--- src/rtl/top_writeback.sv ---
// WriteBack stage: selects register-file write data, issues a one-cycle write strobe, owns the PC.
// Optional macro WB_INSTRET_EN adds a 64-bit retired-instruction counter port (instret).
module top_writeback #(
`ifdef RV64I
    parameter int XLEN = 64,
`else
    parameter int XLEN = 32,
`endif
    parameter int OPLEN = 8,
    parameter logic [XLEN-1:0] RESET_VECTOR = '0,
    parameter int WB_WE_BIT = 0,
    parameter int WB_SRC_BIT_M = 2,
    parameter int WB_SRC_BIT_L = 1
) (
    input  logic             clk,
    input  logic             rst,
    input  logic             phase_writeback,
    input  logic [OPLEN-1:0] decoded_op_mw,
    input  logic             jump_state_mw,
    input  logic [4:0]       rdsel_mw,
    input  logic [XLEN-1:0]  next_pc_mw,
    input  logic [XLEN-1:0]  alu_out_mw,
    input  logic [XLEN-1:0]  mem_out_mw,
    output logic [XLEN-1:0]  current_pc,
    output logic             rd_we_wb,
    output logic [4:0]       rd_sel_wb,
    output logic [XLEN-1:0]  rd_data_wb,
`ifdef WB_INSTRET_EN
    output logic [63:0]      instret,
`endif
    output logic             stall_writeback
);

    typedef enum logic [1:0] {
        SRC_ALU  = 2'b00,
        SRC_MEM  = 2'b01,
        SRC_LINK = 2'b10,
        SRC_RSVD = 2'b11
    } wb_src_e;

    wb_src_e         src;
    logic [XLEN-1:0] pc_plus4;
    logic [XLEN-1:0] wb_data;
    logic            wr;

    // Only the write-enable and source bits matter here; the rest of the opcode is ignored.
    logic unused_op;
    assign unused_op = ^decoded_op_mw;

    assign src      = wb_src_e'(decoded_op_mw[WB_SRC_BIT_M:WB_SRC_BIT_L]);
    assign pc_plus4 = current_pc + XLEN'(4);
    assign wr       = decoded_op_mw[WB_WE_BIT] & (rdsel_mw != 5'd0) & (src != SRC_RSVD);

    // LINK uses the PC before this cycle's update.
    always_comb begin
        wb_data = '0;
        case (src)
            SRC_ALU:  wb_data = alu_out_mw;
            SRC_MEM:  wb_data = mem_out_mw;
            SRC_LINK: wb_data = pc_plus4;
            default:  wb_data = '0;
        endcase
    end

    always_ff @(posedge clk) begin
        if (rst) begin
            current_pc <= RESET_VECTOR;
            rd_we_wb   <= 1'b0;
            rd_sel_wb  <= '0;
            rd_data_wb <= '0;
        end else if (phase_writeback) begin
            current_pc <= jump_state_mw ? next_pc_mw : pc_plus4;
            rd_we_wb   <= wr;
            rd_sel_wb  <= rdsel_mw;
            rd_data_wb <= wb_data;
        end else begin
            rd_we_wb   <= 1'b0;
        end
    end

`ifdef WB_INSTRET_EN
    // Every phase cycle retires, including reserved-source and x0 writes.
    always_ff @(posedge clk) begin
        if (rst)
            instret <= '0;
        else if (phase_writeback)
            instret <= instret + 64'd1;
    end
`endif

    assign stall_writeback = 1'b0;

endmodule

--- config.mk ---
export PLATFORM = sky130hd
export DESIGN_NAME = top_writeback
export DESIGN_NICKNAME = d
export VERILOG_FILES = /design/src/rtl/top_writeback.sv
export SDC_FILE = /design/constraint.sdc
export NUM_CORES = 1
export LEC_CHECK = 0
export ABC_AREA = 1
export ABC_CLOCK_PERIOD_IN_PS = 1500
export BUFFER_PORTS_ARGS = -buffer_cell sky130_fd_sc_hd__buf_2
export CAP_MARGIN = 20
export CORE_ASPECT_RATIO = 1.2
export CORE_MARGIN = 5
export CORE_UTILIZATION = 43
export DETAILED_ROUTE_END_ITERATION = 16
export GPL_ROUTABILITY_DRIVEN = 0
export PLACE_DENSITY = 0.82
export SLEW_MARGIN = 20
export SYNTH_ARGS = -nofsm -noshare
export SYNTH_HDL_FRONTEND = slang
export SYNTH_SLANG_ARGS = --single-unit
--- constraint.sdc ---
create_clock -name clk -period 1.5 [get_ports clk]
set_clock_uncertainty 0.1 [all_clocks]
set_input_delay 0.3 -clock clk [delete_from_list [all_inputs] [get_ports clk]]
set_output_delay 0.3 -clock clk [all_outputs]
set_load 0.01 [all_outputs]
==> results of run 1 <==
-- sequential cells by signal, indices dropped and copies added (netlist names) --
name,flops
rd_we_wb,1
rd_sel_wb,5
rd_data_wb,32
current_pc,32
-- cells in the final DEF (no fill, tap or decap), types with 10 or more instances in the layout --
cell type  synthesis  final
a21oi_1           39     22
o21ai_0           19     19
a31oi_1           17     17
inv_1             54     52
nand2_2            5     26
buf_4              2     59
nand3_1           28     23
nor2_4             8     10
a22o_1            20     20
nor2_1            58     44
nand2_1          278    255
dfxtp_1           70     58
a21oi_2            5     22
dfxtp_2            0     10
clkbuf_16          0     10
buf_2             12    177
nor2_2             2     14
-- Yosys cell counts (2+ instances only) --
library cell / count
nand2_1: 278
dfxtp_1: 70
nor2_1: 58
inv_1: 54
a21oi_1: 39
nand3_1: 28
a22o_1: 20
o21ai_0: 19
a31oi_1: 17
clkbuf_1: 15
buf_2: 12
nor2_4: 8
xor2_1: 6
a21oi_2: 5
nand2_2: 5
xnor2_1: 5
xor2_2: 4
o211ai_1: 3
and2_1: 2
buf_4: 2
clkbuf_8: 2
nor2_2: 2
-- worst max path at each step --
stage | start | endpoint | slack [ns] | depth (start not counted)
3_3_place_gp | current_pc[3] | rd_data_wb[22] | -0.13 | 11
5_1_grt | current_pc[12] | rd_data_wb[15] | -0.33 | 9
4_1_cts | current_pc[3] | rd_data_wb[17] | -0.16 | 10
2_1_floorplan | current_pc[17] | rd_data_wb[26] | 0.0006 | 11
3_5_place_dp | current_pc[3] | rd_data_wb[22] | -0.17 | 11
6_report | current_pc[10] | rd_data_wb[31] | -0.18 | 10
-- routing by layer --
layer / wire, um / up-vias
met5: 0 / -
met4: 413 / 0
met2: 7420 / 192
met1: 5620 / 2280
met3: 1230 / 39
li1: - / 2543
-- per-stage QoR --
stage	cell area (um^2)	total power, mW	std cells	hold WS [ns]	TNS [ns]
2_1_floorplan	4220	2.52	663	0.335	0
3_3_place_gp	5620	2.96	990	0.351	-1.90
3_5_place_dp	5620	2.97	990	0.352	-3.12
4_1_cts	6060	5.25	1008	0.104	-3.74
5_1_grt	6290	5.50	1013	0.114	-8.78
6_report	6290	5.26	1013	0.111	-4.06
-- kinds of logic (layout without fill, tap and decap cells) --
kind of cell	after synthesis	count (layout)	synth area share (%)
compound gates	105	105	15.6
xor+xnor	15	15	3.85
fa+ha+maj	1	1	0.299
buf+inv	88	314	9.35
flops	70	70	33.5
other cells	1	2	0.0895
simple gates	383	383	37.3
-- cell type report --
type	instances	share of cell area, %
multi-input combinational	505	43.2
timing repair buffer	244	23.4
sequential	70	22.6
tap	123	2.45
antenna	1	0.0398
inverter	54	3.22
clock inverter	3	0.636
clock buffer	13	4.47
-- power groups by stage --
stage | clock network (mW) | registers [mW] | logic (mW)
5_1_grt | 2.39 | 2.04 | 1.07
2_1_floorplan | 0 | 2.12 | 0.404
6_report | 2.27 | 2.03 | 0.968
3_5_place_dp | 0 | 2.06 | 0.905
3_3_place_gp | 0 | 2.06 | 0.894
4_1_cts | 2.30 | 2.03 | 0.932
-- critical path: cells and delay by family, from the launching register on --
family | cells | cell delay (ns)
and+or+nand+nor | 9 | 1.04
AOI/OAI and AO/OA | 1 | 0.13
DFF | 1 | 0.36
-- timing repair --
item,CTS,global route
endpoints found under the hold margin,0,0
endpoints found under the setup margin,41,50
pin swaps,23,23
gates resized for setup,25,51
buffers inserted,2,4
hold buffers,0,0
==> impl_metrics.yaml, run 1 <==
grt:
  use_met1_pct: 26.5
  grt_max_degree: 50
  grt_pass1_wl_um: 22800
  top_usage_layer: "met2"
  track_usage_pct: 23.8
  grt_util_met3_pct: 6.88
  grt_pass1_vias: 5022
  antenna_found_initial: 1
  gr-total-overflow: 0
  grt.met2_usage_pct: 42.4
worst_setup_path:
  r2r_start: "current_pc[10]"
  startpoint_type: "register"
  critPathKind: "reg -> reg"
  crit_fanout: 5
  cpMostUsedCell: "nand2_1"
  max_stage_delay_ns: 0.36
  crit_chain: "nand2_1, nor2_1, nand2_1, nor2_4, nand3_2, nand2_2, nand2_2, nand2_1, nand2_1, a21oi_2"
  cp.arrival_ns: 1.85
  required_ns: 1.67
  r2r_slack_ns: -0.18
  end_kind: "register"
  cp_slowest_cell: "dfxtp_2"
  worstReg2RegEnd: "rd_data_wb[31]"
  rr_worst_depth: 10
place:
  pre_cts_ws_ns: -0.167
  hpwl_um: 10700
  port_buffers: 177
floorplan:
  die_area_um2: 11800
  core-area_um2: 9520
  die_w_um: 100
  num_rows: 39
  start_util_pct: 44.0
  die_y_um: 118
  ioPinCount: 184
yosys:
  syn_nets: 777
  yosysSeqAreaShare_pct: 33.5
  synth_top_area_share_pct: 33.5
  netlist_instances: 663
  yosysUniqueCellTypes: 31
  avgSynthCellArea_um2: 6.32
  synthArstFlopShare_pct: 0
  ys_ff_latch: 70
  ys.warnings.count: 0
  synth_top_area_cell: "dfxtp_1"
  yosys-top-cells-area: "dfxtp_1 33%, nand2_1 25%, nor2_1 5.2%"
  synth_edf_count: 0
  ys.flop_type: "dfxtp_1"
  syn_area_um2: 4190
final_layout:
  seq_area_um2: 1420
  post-route-util_pct: 66.1
  n_fill_cell: 870
  drive_gt1_share_pct: 41.4
  area_delta_synth_final_pct: 50.2
  multi_input_area_um2: 2720
  finalNetCount: 998
min_path:
  hold_end: "rd_sel_wb[2]"
  min_from: "rdsel_mw[2]"
  holdPathStages: 3
  min_path_type: "in -> reg"
flow_run:
  cap_violations: 0
drt:
  final_antenna_net_count: 0
  drcViolationCount: 0
  drt_iter0_markers: 249
  wire_per_inst_um: 14.5
  dr.pass1.iters: 5
  drt-total-wl_um: 14700
  vias: 5054
  vias_per_cell: 4.99
cts:
  clkSinkCount: 70
  cts_root_buf: "clkbuf_16"
  htree_levels: 3
  cts_tree: "built"
  clk_path_buf_depth: 2
  clock_latency_ns: 0.33
  clk_pin_slew_ns: 0.06
  cts_buffers: 9
sta:
  rsz0062_at_grt: "yes"
  finalMaxSlewViolations: 0
  fin_crit_sh_pct: 112
  fin_ws_ns: -0.180
  finalSetupViolations: 43
  finalCriticalPeriod_ns: 1.68
  hold_viol_final: 0
  fmax_ghz: 0.595
pwr:
  switching_share_pct: 26.4
  p_seq_share_pct: 38.6
  power.density_nw_per_um2: 837
  leakage_nw: 3.01
  power.internal_mw: 3.87
  pwr-share-comb_pct: 18.4
  vdd_drop_max_v: 0.000807
  switching_power_mw: 1.39
  pwr-share-clk_pct: 43.1
status:
  violations: "setup timing"
  run_status: "finished, violations left"
Note: power is estimated with default switching activity, not from simulation.
==> run 2, diff against run 1 <==
--- a/config.mk
+++ b/config.mk
@@ -9,12 +9,14 @@
 export ABC_CLOCK_PERIOD_IN_PS = 1500
 export BUFFER_PORTS_ARGS = -buffer_cell sky130_fd_sc_hd__buf_2
 export CAP_MARGIN = 20
+export CELL_PAD_IN_SITES_DETAIL_PLACEMENT = 1
+export CELL_PAD_IN_SITES_GLOBAL_PLACEMENT = 2
 export CORE_ASPECT_RATIO = 1.2
 export CORE_MARGIN = 5
-export CORE_UTILIZATION = 43
+export CORE_UTILIZATION = 21
 export DETAILED_ROUTE_END_ITERATION = 16
 export GPL_ROUTABILITY_DRIVEN = 0
-export PLACE_DENSITY = 0.82
+export PLACE_DENSITY = 0.8
 export SLEW_MARGIN = 20
 export SYNTH_ARGS = -nofsm -noshare
 export SYNTH_HDL_FRONTEND = slang
==> run 2 against run 1 <==
Against the previous run:
- the flow still finishes with violations (setup timing)
- power shrank 2.8%
- sequential power is essentially flat
- combinational power grew 3.0%
- final area grew 3.5%
- sequential cell count is the same
- die area grew 94%
- count of clock-buffer cells in the layout grew 3
- clock power shrank 8%
- critical endpoint is now rd_data_wb[17]
- largest power group unchanged
==> impl_metrics.yaml, run 2 (same netlist as run 1, synthesis figures left out) <==
worst_setup_path:
  worst-path-buf-inv: 1
  rr_worst_depth: 9
  cp.arrival_ns: 1.86
  startpoint_type: "register"
  required_ns: 1.68
  cpMostUsedCell: "nand2_1"
  r2r_start: "current_pc[2]"
  max_stage_delay_ns: 0.36
  critPathKind: "reg -> reg"
  crit_fanout: 5
  end_kind: "register"
  cpLargestDelayFamily: "simple AND/OR/NAND/NOR gates"
  r2r_slack_ns: -0.19
  cp_slowest_cell: "dfxtp_4"
  crit_chain: "inv_1, nor2_4, nand2_4, nor2_4, xor2_2, nand2_1, nand2_1, nand2_1, a21oi_2"
  worstReg2RegEnd: "rd_data_wb[17]"
floorplan:
  core-area_um2: 19600
  die_area_um2: 22900
  die_y_um: 165
  ioPinCount: 184
  die_w_um: 139
  num_rows: 56
  start_util_pct: 21.4
grt:
  antenna_found_initial: 1
  gr-total-overflow: 0
  track_usage_pct: 15.6
  grt_max_degree: 43
  grt_pass1_wl_um: 28300
  grt_pass1_vias: 5308
flow_run:
  cap_violations: 0
status:
  run_status: "finished, violations left"
  violations: "setup timing"
sta:
  fin_crit_sh_pct: 112
  hold_viol_final: 0
  fmax_ghz: 0.593
  finalMaxSlewViolations: 0
  finalSetupViolations: 38
  finalCriticalPeriod_ns: 1.69
  rsz0062_at_grt: "yes"
  fin_hold_ws_ns: 0.102
  fin_ws_ns: -0.185
min_path:
  min_path_type: "in -> reg"
  hold_end: "rd_sel_wb[1]"
  min_from: "rdsel_mw[1]"
  holdPathStages: 3
final_layout:
  area_delta_synth_final_pct: 55.5
  drive_gt1_share_pct: 41.9
  top_regs: "current_pc (32), rd_data_wb (32), rd_sel_wb (5)"
  layoutNonFillerInstCount: 1156
  finalNetCount: 1004
  mostFrequentLayoutCell: "nand2_1"
  n_antenna_cell: 0
  stdcell_area_um2: 6510
  layout_common_cells: "259 x nand2_1, 176 x buf_2, 65 x buf_4"
cts:
  hold_buffers: 0
  cts_root_buf: "clkbuf_16"
  htree_levels: 3
  clock_latency_ns: 0.34
  clkSinkCount: 70
  clk_pin_slew_ns: 0.06
  cts_buffers: 9
  cts_tree: "built"
  clk_path_buf_depth: 2
drt:
  vias_per_cell: 4.36
  final_antenna_net_count: 0
  drt-total-wl_um: 18100
  wire_per_inst_um: 15.7
  drt_iter0_markers: 116
  vias: 5035
  drcViolationCount: 0
  dr.pass1.iters: 4
place:
  placed_area_um2: 5850
  port_buffers: 177
  dp.cells: 1136
  pre_cts_ws_ns: -0.213
  hpwl_um: 14100
pwr:
  leakage_nw: 3.04
  power.density_nw_per_um2: 786
  vdd_drop_max_v: 0.000461
  power_mw: 5.12
==> run 2: cell types whose count changed in the layout (fill, tap and decap cells not counted), moves of 3 or more <==
cell and change:
nor2_1 -6, dfxtp_1 -5, a21oi_1 +3, nor2_4 +4, nand2_2 -6, a21oi_2 -3, clkbuf_1 +3, dfxtp_4 +3
buf_4 +6, nand2_1 +4
==> run 2: what timing repair did <==
action / 4_1_cts / 5_1_grt
pin swaps: 18 / 24
setup buffers: 1 / 3
setup endpoints to repair: 46 / 51
resized for setup: 45 / 47
==> run 2: worst max-delay path by stage <==
stage,from,endpoint,slack [ns],cells after the start
finish,current_pc[2],rd_data_wb[17],-0.19,9
global route,current_pc[8],rd_data_wb[17],-0.29,9
CTS,current_pc[2],rd_data_wb[14],-0.16,10
detailed placement,current_pc[2],rd_data_wb[14],-0.21,10
global placement,current_pc[17],rd_data_wb[28],-0.19,11
floorplan,current_pc[17],rd_data_wb[26],0.0006,11
==> run 2: final cells by class <==
type,instances,area (um^2)
inverters,54,205
fillers,2521,13100
repair buffers,250,1520
clock buffers,16,282
well taps,261,327
flip-flops and latches,70,1440
multi-input cells,505,2740
==> run 2: metrics by stage <==
step | TNS, ns | util [%]
floorplan | 0 | -
detailed placement | -5.02 | 29.8
global placement | -4.18 | 29.8
finish | -3.41 | 33.2
global route | -8.41 | 33.2
CTS | -3.57 | 32.1
==> run 2: power by group <==
group          internal (mW)  switching (mW)  total, mW
combinational          0.451           0.546      0.997
clock                   1.26           0.832       2.09
sequential              1.96          0.0717       2.03
==> run 2: layer usage <==
metal	routed length [um]	vias up	track usage [%]
met1	7720	2354	18.3
met3	1010	18	4.46
met2	9110	121	28.2
met4	282	2	4.05
li1	-	2540	-
met5	20	-	0
==> run 2: tightest hold or removal path: cells and delay by family <==
kind          cells  cell delay [ns]
simple gates      2             0.12
buf+inv           1             0.09
